[config.mk]
export PLATFORM = sky130hd
export DESIGN_NAME = alu_frame_serializer
export DESIGN_NICKNAME = d
export VERILOG_FILES = /design/src/rtl/alu_frame_serializer.sv
export SDC_FILE = /design/constraint.sdc
export NUM_CORES = 1
export LEC_CHECK = 0
export BUFFER_PORTS_ARGS = -buffer_cell sky130_fd_sc_hd__clkbuf_2
export CELL_PAD_IN_SITES_DETAIL_PLACEMENT = 0
export CELL_PAD_IN_SITES_GLOBAL_PLACEMENT = 2
export CORE_ASPECT_RATIO = 0.8
export CORE_MARGIN = 5
export CORE_UTILIZATION = 34
export CTS_CLUSTER_DIAMETER = 80
export CTS_CLUSTER_SIZE = 14
export DETAILED_ROUTE_END_ITERATION = 12
export GPL_TIMING_DRIVEN = 0
export HOLD_SLACK_MARGIN = 0.03
export PLACE_DENSITY = 0.84
export SLEW_MARGIN = 30
export SYNTH_ARGS = -nofsm -noshare
export SYNTH_HDL_FRONTEND = slang
export SYNTH_SLANG_ARGS = --single-unit
[constraint.sdc]
create_clock -name clk -period 3.57 [get_ports clk]
set_input_delay 0.1785 -clock clk [delete_from_list [all_inputs] [get_ports clk]]
set_output_delay 0.1785 -clock clk [all_outputs]
set_load 0.1 [all_outputs]
[src/rtl/alu_frame_serializer.sv]
// Parallel operand/opcode to serial ALU frame converter with trailing CRC-4.
// Optional fault injection on in_err_mode when ALU_SER_ERR_INJECT_EN is defined.
module alu_frame_serializer #(
    parameter int DATA_W     = 32,
    parameter int GAP_CYCLES = 1
) (
    input  logic              clk,
    input  logic              rst_n,
    input  logic              in_valid,
    output logic              in_ready,
    input  logic [DATA_W-1:0] in_a,
    input  logic [DATA_W-1:0] in_b,
    input  logic [2:0]        in_op,
`ifdef ALU_SER_ERR_INJECT_EN
    input  logic [1:0]        in_err_mode,
`endif
    output logic              sin,
    output logic              busy,
    output logic              done
);

    localparam int NB   = DATA_W / 8;
    localparam int NPKT = 2 * NB;
    localparam int CW   = $clog2(NPKT + 1);
    localparam int GW   = (GAP_CYCLES > 1) ? $clog2(GAP_CYCLES) : 1;
    localparam logic [GW-1:0] GAP_LAST  = GW'((GAP_CYCLES > 0) ? GAP_CYCLES - 1 : 0);
    localparam logic [CW-1:0] LEFT_INIT = CW'(NPKT - 1);

    typedef enum logic [2:0] {S_IDLE, S_DATA, S_GAP, S_CMD, S_DONE} state_e;

    function automatic logic [3:0] crc4(input logic [2*DATA_W+3:0] s);
        logic [3:0] c;
        logic       fb;
        c = 4'b0000;
        for (int i = 2*DATA_W+3; i >= 0; i--) begin
            fb = s[i] ^ c[3];
            c  = {c[2:0], 1'b0} ^ (fb ? 4'b0011 : 4'b0000);
        end
        return c;
    endfunction

    state_e              state_q, state_d;
    logic [10:0]         pkt_q, pkt_d;
    logic [3:0]          bit_cnt_q, bit_cnt_d;
    logic [GW-1:0]       gap_cnt_q, gap_cnt_d;
    logic [CW-1:0]       left_q, left_d;
    logic [2*DATA_W-1:0] frm_q, frm_d;
    logic [2:0]          op_q, op_d;
    logic [3:0]          crc_q, crc_d;
    logic [1:0]          err_q, err_d;
    logic                adv;
    logic                omit;
    logic [10:0]         cmd_pkt;
    logic [10:0]         data_pkt;

    // Remaining bytes sit MSB-aligned in frm_q; each data load shifts one out.
    assign omit     = (err_q == 2'b10);
    assign data_pkt = {2'b00, frm_q[2*DATA_W-1 -: 8], 1'b1};
    assign cmd_pkt  = {1'b0, (err_q != 2'b11), 1'b0, op_q,
                       crc_q ^ {3'b000, (err_q == 2'b01)}, 1'b1};

    always_ff @(posedge clk) begin
        if (!rst_n) begin
            state_q   <= S_IDLE;
            pkt_q     <= '1;
            bit_cnt_q <= '0;
            gap_cnt_q <= '0;
            left_q    <= '0;
            frm_q     <= '0;
            op_q      <= '0;
            crc_q     <= '0;
            err_q     <= '0;
        end else begin
            state_q   <= state_d;
            pkt_q     <= pkt_d;
            bit_cnt_q <= bit_cnt_d;
            gap_cnt_q <= gap_cnt_d;
            left_q    <= left_d;
            frm_q     <= frm_d;
            op_q      <= op_d;
            crc_q     <= crc_d;
            err_q     <= err_d;
        end
    end

    always_comb begin
        state_d   = state_q;
        pkt_d     = pkt_q;
        bit_cnt_d = bit_cnt_q;
        gap_cnt_d = gap_cnt_q;
        left_d    = left_q;
        frm_d     = frm_q;
        op_d      = op_q;
        crc_d     = crc_q;
        err_d     = err_q;
        adv       = 1'b0;
        unique case (state_q)
            S_IDLE: begin
                if (in_valid) begin
                    state_d   = S_DATA;
                    pkt_d     = {2'b00, in_b[DATA_W-1 -: 8], 1'b1};
                    frm_d     = {in_b, in_a} << 8;
                    bit_cnt_d = '0;
                    left_d    = LEFT_INIT;
                    op_d      = in_op;
                    crc_d     = crc4({in_b, in_a, 1'b1, in_op});
`ifdef ALU_SER_ERR_INJECT_EN
                    err_d     = in_err_mode;
`else
                    err_d     = 2'b00;
`endif
                end
            end
            S_DATA, S_CMD: begin
                pkt_d     = {pkt_q[9:0], 1'b1};
                bit_cnt_d = bit_cnt_q + 4'd1;
                if (bit_cnt_q == 4'd10) begin
                    if (state_q == S_CMD) begin
                        state_d = S_DONE;
                    end else if (GAP_CYCLES > 0) begin
                        state_d   = S_GAP;
                        gap_cnt_d = '0;
                    end else begin
                        adv = 1'b1;
                    end
                end
            end
            S_GAP: begin
                if (gap_cnt_q == GAP_LAST) adv = 1'b1;
                else gap_cnt_d = gap_cnt_q + GW'(1);
            end
            S_DONE:  state_d = S_IDLE;
            default: state_d = S_IDLE;
        endcase
        // An omitted packet keeps its trailing gap so frame timing stays regular.
        if (adv) begin
            bit_cnt_d = '0;
            if (left_q != '0 && !(omit && left_q == CW'(1))) begin
                state_d = S_DATA;
                pkt_d   = data_pkt;
                frm_d   = {frm_q[2*DATA_W-9:0], 8'h00};
                left_d  = left_q - CW'(1);
            end else if (left_q != '0 && GAP_CYCLES > 0) begin
                left_d    = '0;
                state_d   = S_GAP;
                gap_cnt_d = '0;
            end else begin
                left_d  = '0;
                state_d = S_CMD;
                pkt_d   = cmd_pkt;
            end
        end
    end

    always_comb begin
        sin      = 1'b1;
        in_ready = 1'b0;
        busy     = 1'b0;
        done     = 1'b0;
        unique case (state_q)
            S_IDLE: in_ready = 1'b1;
            S_DATA, S_CMD: begin
                sin  = pkt_q[10];
                busy = 1'b1;
            end
            S_GAP:   busy = 1'b1;
            S_DONE:  done = 1'b1;
            default: ;
        endcase
    end

endmodule

### Word level (Yosys, flattened, before mapping)

Cells that the tools add are included.
Widths: inputs -> output; s select.

| storage, ports and cells | value |
|---|---|
| register bits | 94 |
| latch bits | 0 |
| bits in writable memories | 0 |
| ROM bits | 0 |
| bits of input ports | 70 |
| output and inout bits | 4 |
| logic and storage cells | 270 |
| memories | 0 |

| cells by class | value |
|---|---|
| add/subtract/negate cells | 3 |
| multiply operators | 0 |
| div/mod/pow operators | 0 |
| order comparisons | 0 |
| eq/ne operators | 11 |
| shift operators | 0 |
| multiplexer cells | 98 |
| bitwise logic cells | 134 |
| reduce and logical (&&, ||, !) cells | 16 |

Operators by type and width:

| kind | number |
|---|---|
| $xor 4x2->4 | 66 |
| $mux 64 | 4 |
| $mux 2 | 69 |
| $xor 1x1->1 | 64 |
| $mux 11 | 2 |
| $pmux 11 s2 | 1 |
| $mux 4 | 5 |
| $mux 3 | 4 |
| $mux 10 | 1 |
| $mux 1 | 9 |
| $pmux 3 s3 | 1 |
| $ne 2x2->1 const B | 4 |
| $pmux 4 s2 | 1 |
| $reduce_and 2->1 | 4 |
| $reduce_bool 2->1 | 4 |
| $eq 3x2->1 const B | 2 |
| $ne 3x3->1 const B | 2 |
| $reduce_and 3->1 | 2 |
| $add 4x1->4 const B | 1 |
| $eq 4x4->1 const B | 1 |
| $reduce_bool 4->1 | 1 |
| $reduce_or 2->1 | 2 |
| $sub 4x1->4 const B | 1 |
| $eq 3x1->1 const B | 1 |
| other kinds (9) | 10 |

### Longest topological paths before layout

| logic depth | value |
|---|---|
| depth after elaboration | 198 |
| depth in mapped cells | 9 |

### Least setup slack after synthesis

No wires, ideal clock.

| timing path | value |
|---|---|
| path type | register to register |
| start point | reg state_q[1] |
| end point | reg frm_q[31] |
| library setup time | 0.091 ns |
| data arrival time | 3.856 ns |
| slack | -0.377 ns |
| stages on the path, launching flop included | 8 |
| clock period less this slack | 3.947 ns |
| cell sequence | dfxtp_1 nor3_1 and2_1 clkbuf_1 clkbuf_1 clkbuf_1 nand2_1 a311oi_1 |

| on the way | value |
|---|---|
| longest elaborated chain between the ends | 4 |
| elaborated cells between the ends (all ways) | 6 |
| classes of those cells | eq/ne (1); mux (4); reduce/logical (1) |

Ends and longest elaborated chain:

| element | RTL line | RTL |
|---|---|---|
| start: declaration | 42 | `state_e state_q, state_d;` |
| start signal: assignment | 74 | `state_q <= state_d;` |
| $logic_not 3->1 | 97 | `unique case (state_q)` |
| $mux 64 | 97 |  |
| $mux 64 | 138 | `if (left_q != '0 && !(omit && left_q == CW'(1))) begin` |
| $mux 64 * | 136 | `if (adv) begin` |
| end signal: assignment | 79 | `frm_q <= frm_d;` |
| end: declaration | 47 | `logic [2*DATA_W-1:0] frm_q, frm_d;` |

Mark *: on every way between the ends. The rest lies on a longest branch, timed or not.
A chain may end at the register's enable or synchronous reset.

### Worst setup path after layout

| timing path | value |
|---|---|
| start point | in in_b[31] |
| end point | reg crc_q[0] |

| on the way | value |
|---|---|
| longest elaborated chain between the ends | 112 |
| elaborated cells between the ends (all ways) | 189 |
| classes of those cells | mux (62); bitwise (127) |

Ends and longest elaborated chain:

| element | RTL line | RTL |
|---|---|---|
| start: declaration | 12 | `input logic [DATA_W-1:0] in_b,` |
| $mux 2 * | 37 | `c = {c[2:0], 1'b0} ^ (fb ? 4'b0011 : 4'b0000);` |
| $xor 3x2->3 * | 37 |  |
| $xor 4x2->4 * | 37 |  |
| $xor 1x1->1 | 36 | `fb = s[i] ^ c[3];` |
| $mux 2 | 37 |  |
| $xor 4x2->4 * (3 in series) | 37 |  |
| $xor 1x1->1 | 36 |  |
| $mux 2 | 37 |  |
| [... 89 more ...] | -- |  |
| $mux 2 | 37 |  |
| $xor 4x2->4 * (3 in series) | 37 |  |
| $xor 1x1->1 | 36 |  |
| $mux 2 | 37 |  |
| $xor 4x2->4 * (4 in series) | 37 |  |
| $xor 1x1->1 * | 36 |  |
| $mux 2 * | 37 |  |
| $xor 4x2->4 * | 37 |  |
| end signal: assignment | 81 | `crc_q <= crc_d;` |
| end: declaration | 49 | `logic [3:0] crc_q, crc_d;` |

Marked as above.

==> impl_results.md <==
* Final Cycle Share at 0.747
* Initial antenna violation count at 0
* Hold buffers post-CTS at 0
* Internal reg-to-reg setup slack at between 1 and 1.5 ns
* Syn_nets at 669
* Mapped Cells at 597
* Yosys top cell by area: dfxtp_1
* Post-placement cell area at around 5700 um2
* Post-synthesis sequential area ratio at 0.364
* Worst Setup Path Type: in2reg
* DRC viols at 0
* Crit path cell chain: clkbuf_2 > xnor3_2 > xor3_2 > xnor3_1 > xnor3_1 > xor3_2 > xnor2_1 > xnor2_1 > a211oi_2
* Synth Register Bits at 92
* Synth warnings at 0
* Slowest stage delay, CP at 0.48 ns
* Fmax at 375 MHz
* Multi-input logic area at 3040 um2
* # H-tree levels at 3
* Largest net degree at the start of global routing at 15
* Clock Sinks at 92
* Std-Cell Core Area at 14400 um2
* Placement Setup Slack at between 0.5 and 0.6 ns
* Layout area overhead at 18.1%
* Total track usage at 0.192
* CTS Root Buffer Type: clkbuf_16
* EDFF count, synth at 0
* Pwr/cell area at about 660 nW/um2
* Total grt overflow at 0
* Yosys top cell area share at 0.364
* Maxcap violations at 0
* Share of layout cells above drive strength 1 at 0.140
* Worst-path clk slew at 0.06 ns
* Final Non-Filler Cells at 869
* Crit end category: flip-flop
* I/O pins at 74
* Cts repair resizes at 0
* CP Data Arrival Time at just under 3 ns
* WP data required at 3.84 ns
* Die area at between 15000 and 20000 um2
* Post-DRT Antenna Nets at 0
* First-pass GRT wire length at approximately 26 mm
* Crit Path Max Fanout at 3
* Setup-failing EPs final at 0
* Die Wd at approximately 150 um
* Number of setup buffers added after CTS at 0
* Average wire per standard cell at 19.2 um
* Status: finished, final reports clean
* Tmin final at 2.67 ns
* Reg area at 1840 um2
* Number of detailed-route iterations in the first pass at 5
* Initial Utilization at 0.350
* Via count at 4586
* Fillcell total at approximately 1500
* Vias in the first global route at ~4700
* CP top delay family: XOR/XNOR gates
* Post-DR vias/cell at 5.28
* Post-route cell area at approximately 6000 um2
* DRT iter0 DRCs at between 300 and 400
* Die H at 119 um
* Fraction of registers with async set/reset at 0
* Syn Std Cell Area at 5060 um2
* Synth cell count leaders: 151 x nand2_1, 92 x dfxtp_1, 74 x nor2_1
* Relative slew slack at 0.493
* Fin. Hold Viols at 0
* CP startpoint kind: primary input
* Final wirelength at 16.7 mm
* Port Buffers at 72
* Main area contributors after synthesis: dfxtp_1 36%, nand2_1 11%, a311oi_1 9.7%
* Worst-case vdd ir drop at 0.471 mV
* Count leader, synth: nand2_1
* Main synth FF type: dfxtp_1
* Placer Congestion at roughly 0.8
* Pwr Total at 3950 uW
* Worst-skew pair later-pin latency at about 0.35 ns
* Final setup margin at 0.904 ns
* CP max-delay cell: xnor3_2
* Unrepaired setup endpoints after global routing: no
* Slew Limit Fails at 0
* Cell row count at 39
* Hpwl dp at 13.0 mm
* Slew @ Worst Pin at approximately 0.75 ns
* Synthesized area per cell at 8.47 um2
* Cts bufs inserted at 9
* Max clock buf depth at 2
* Clk_skew at 0.00624 ns
* Nets at 752
* CP bufs+invs at 1
* Post-synth cell types at between 40 and 50
* ANT cells at 0
* Placed cells at 853
* Hold Crit Class: in2reg
* TNS Setup at 0 ns
* CTS tree: built
* Lkg Pwr at 0.00256 uW
==> worst min-delay path, stage by stage <==
cell and delay (ns):
clkbuf_2 0.11, nand2_1 0.06, a21oi_1 0.05
==> report_power, final <==
group          switching [uW]  leakage [uW]  internal (uW)
Combinational             694       0.00165           1060
Clock                     414      0.000153            632
Sequential               46.5      0.000755           1100
==> sequential cells by signal, summed over array words and instances, names as in the netlist <==
| signal | cells |
|---|---|
| op_q | 3 |
| frm_q | 64 |
| crc_q | 4 |
| left_q | 4 |
| pkt_q | 10 |
| bit_cnt_q | 4 |
| state_q | 3 |
==> metal layers <==
metal,up-vias,track usage,share of wire
met5,-,0,0
met4,0,0.0529,0.014
met3,21,0.0528,0.082
met2,171,0.277,0.42
met1,2182,0.282,0.49
li1,2212,-,-
==> final timing paths <==
check / startpoint / endpoint / cells past startpoint
worst max register to register: state_q[1]$_SDFFE_PN0P_ / frm_q[21]$_SDFF_PN0_ / 7
worst max-delay path: in_b[31] / crc_q[0]$_SDFFE_PN0P_ / 9
worst min register to register: pkt_q[9]$_SDFFE_PN1P_ / pkt_q[9]$_SDFFE_PN1P_ / 2
worst min-delay path: in_op[2] / op_q[2]$_SDFFE_PN0P_ / 3
==> placed cells by master, fill, tap and decap left out, types with 16 or more instances in the layout <==
cell type and instances:
nand3_1 16, clkbuf_2 72, dfxtp_1 92, xnor2_1 55, clkbuf_1 39, a311oi_1 56
nand2_1 151, nor2_1 74, xnor3_1 16
==> through the flow <==
step           hold slack (ns)   util
6_report                0.0921  0.413
5_1_grt                 0.0970  0.413
4_1_cts                 0.0847  0.413
3_5_place_dp             0.442  0.391
3_3_place_gp             0.435  0.391
2_1_floorplan            0.300      -
==> kinds of logic after synthesis <==
family | Yosys count | synth area share
flip-flops | 92 | 0.364
AO/OA/AOI/OAI | 88 | 0.138
buffers and inverters | 45 | 0.0349
XOR/XNOR | 91 | 0.224
AND/OR/NAND/NOR | 272 | 0.220
multiplexers | 7 | 0.0139
adder cells (fa/ha/maj) | 2 | 0.00495
==> cell type report <==
type                            instances  area share
Inverter                                4     0.00251
Timing Repair Buffer                   72      0.0604
Sequential cell                        92       0.308
Clock inverter                          4      0.0122
Tap cell                              184      0.0386
Buffer                                 41      0.0270
Clock buffer                           12      0.0413
Multi-Input combinational cell        460       0.510
Note: power is estimated with default switching activity, not from simulation.
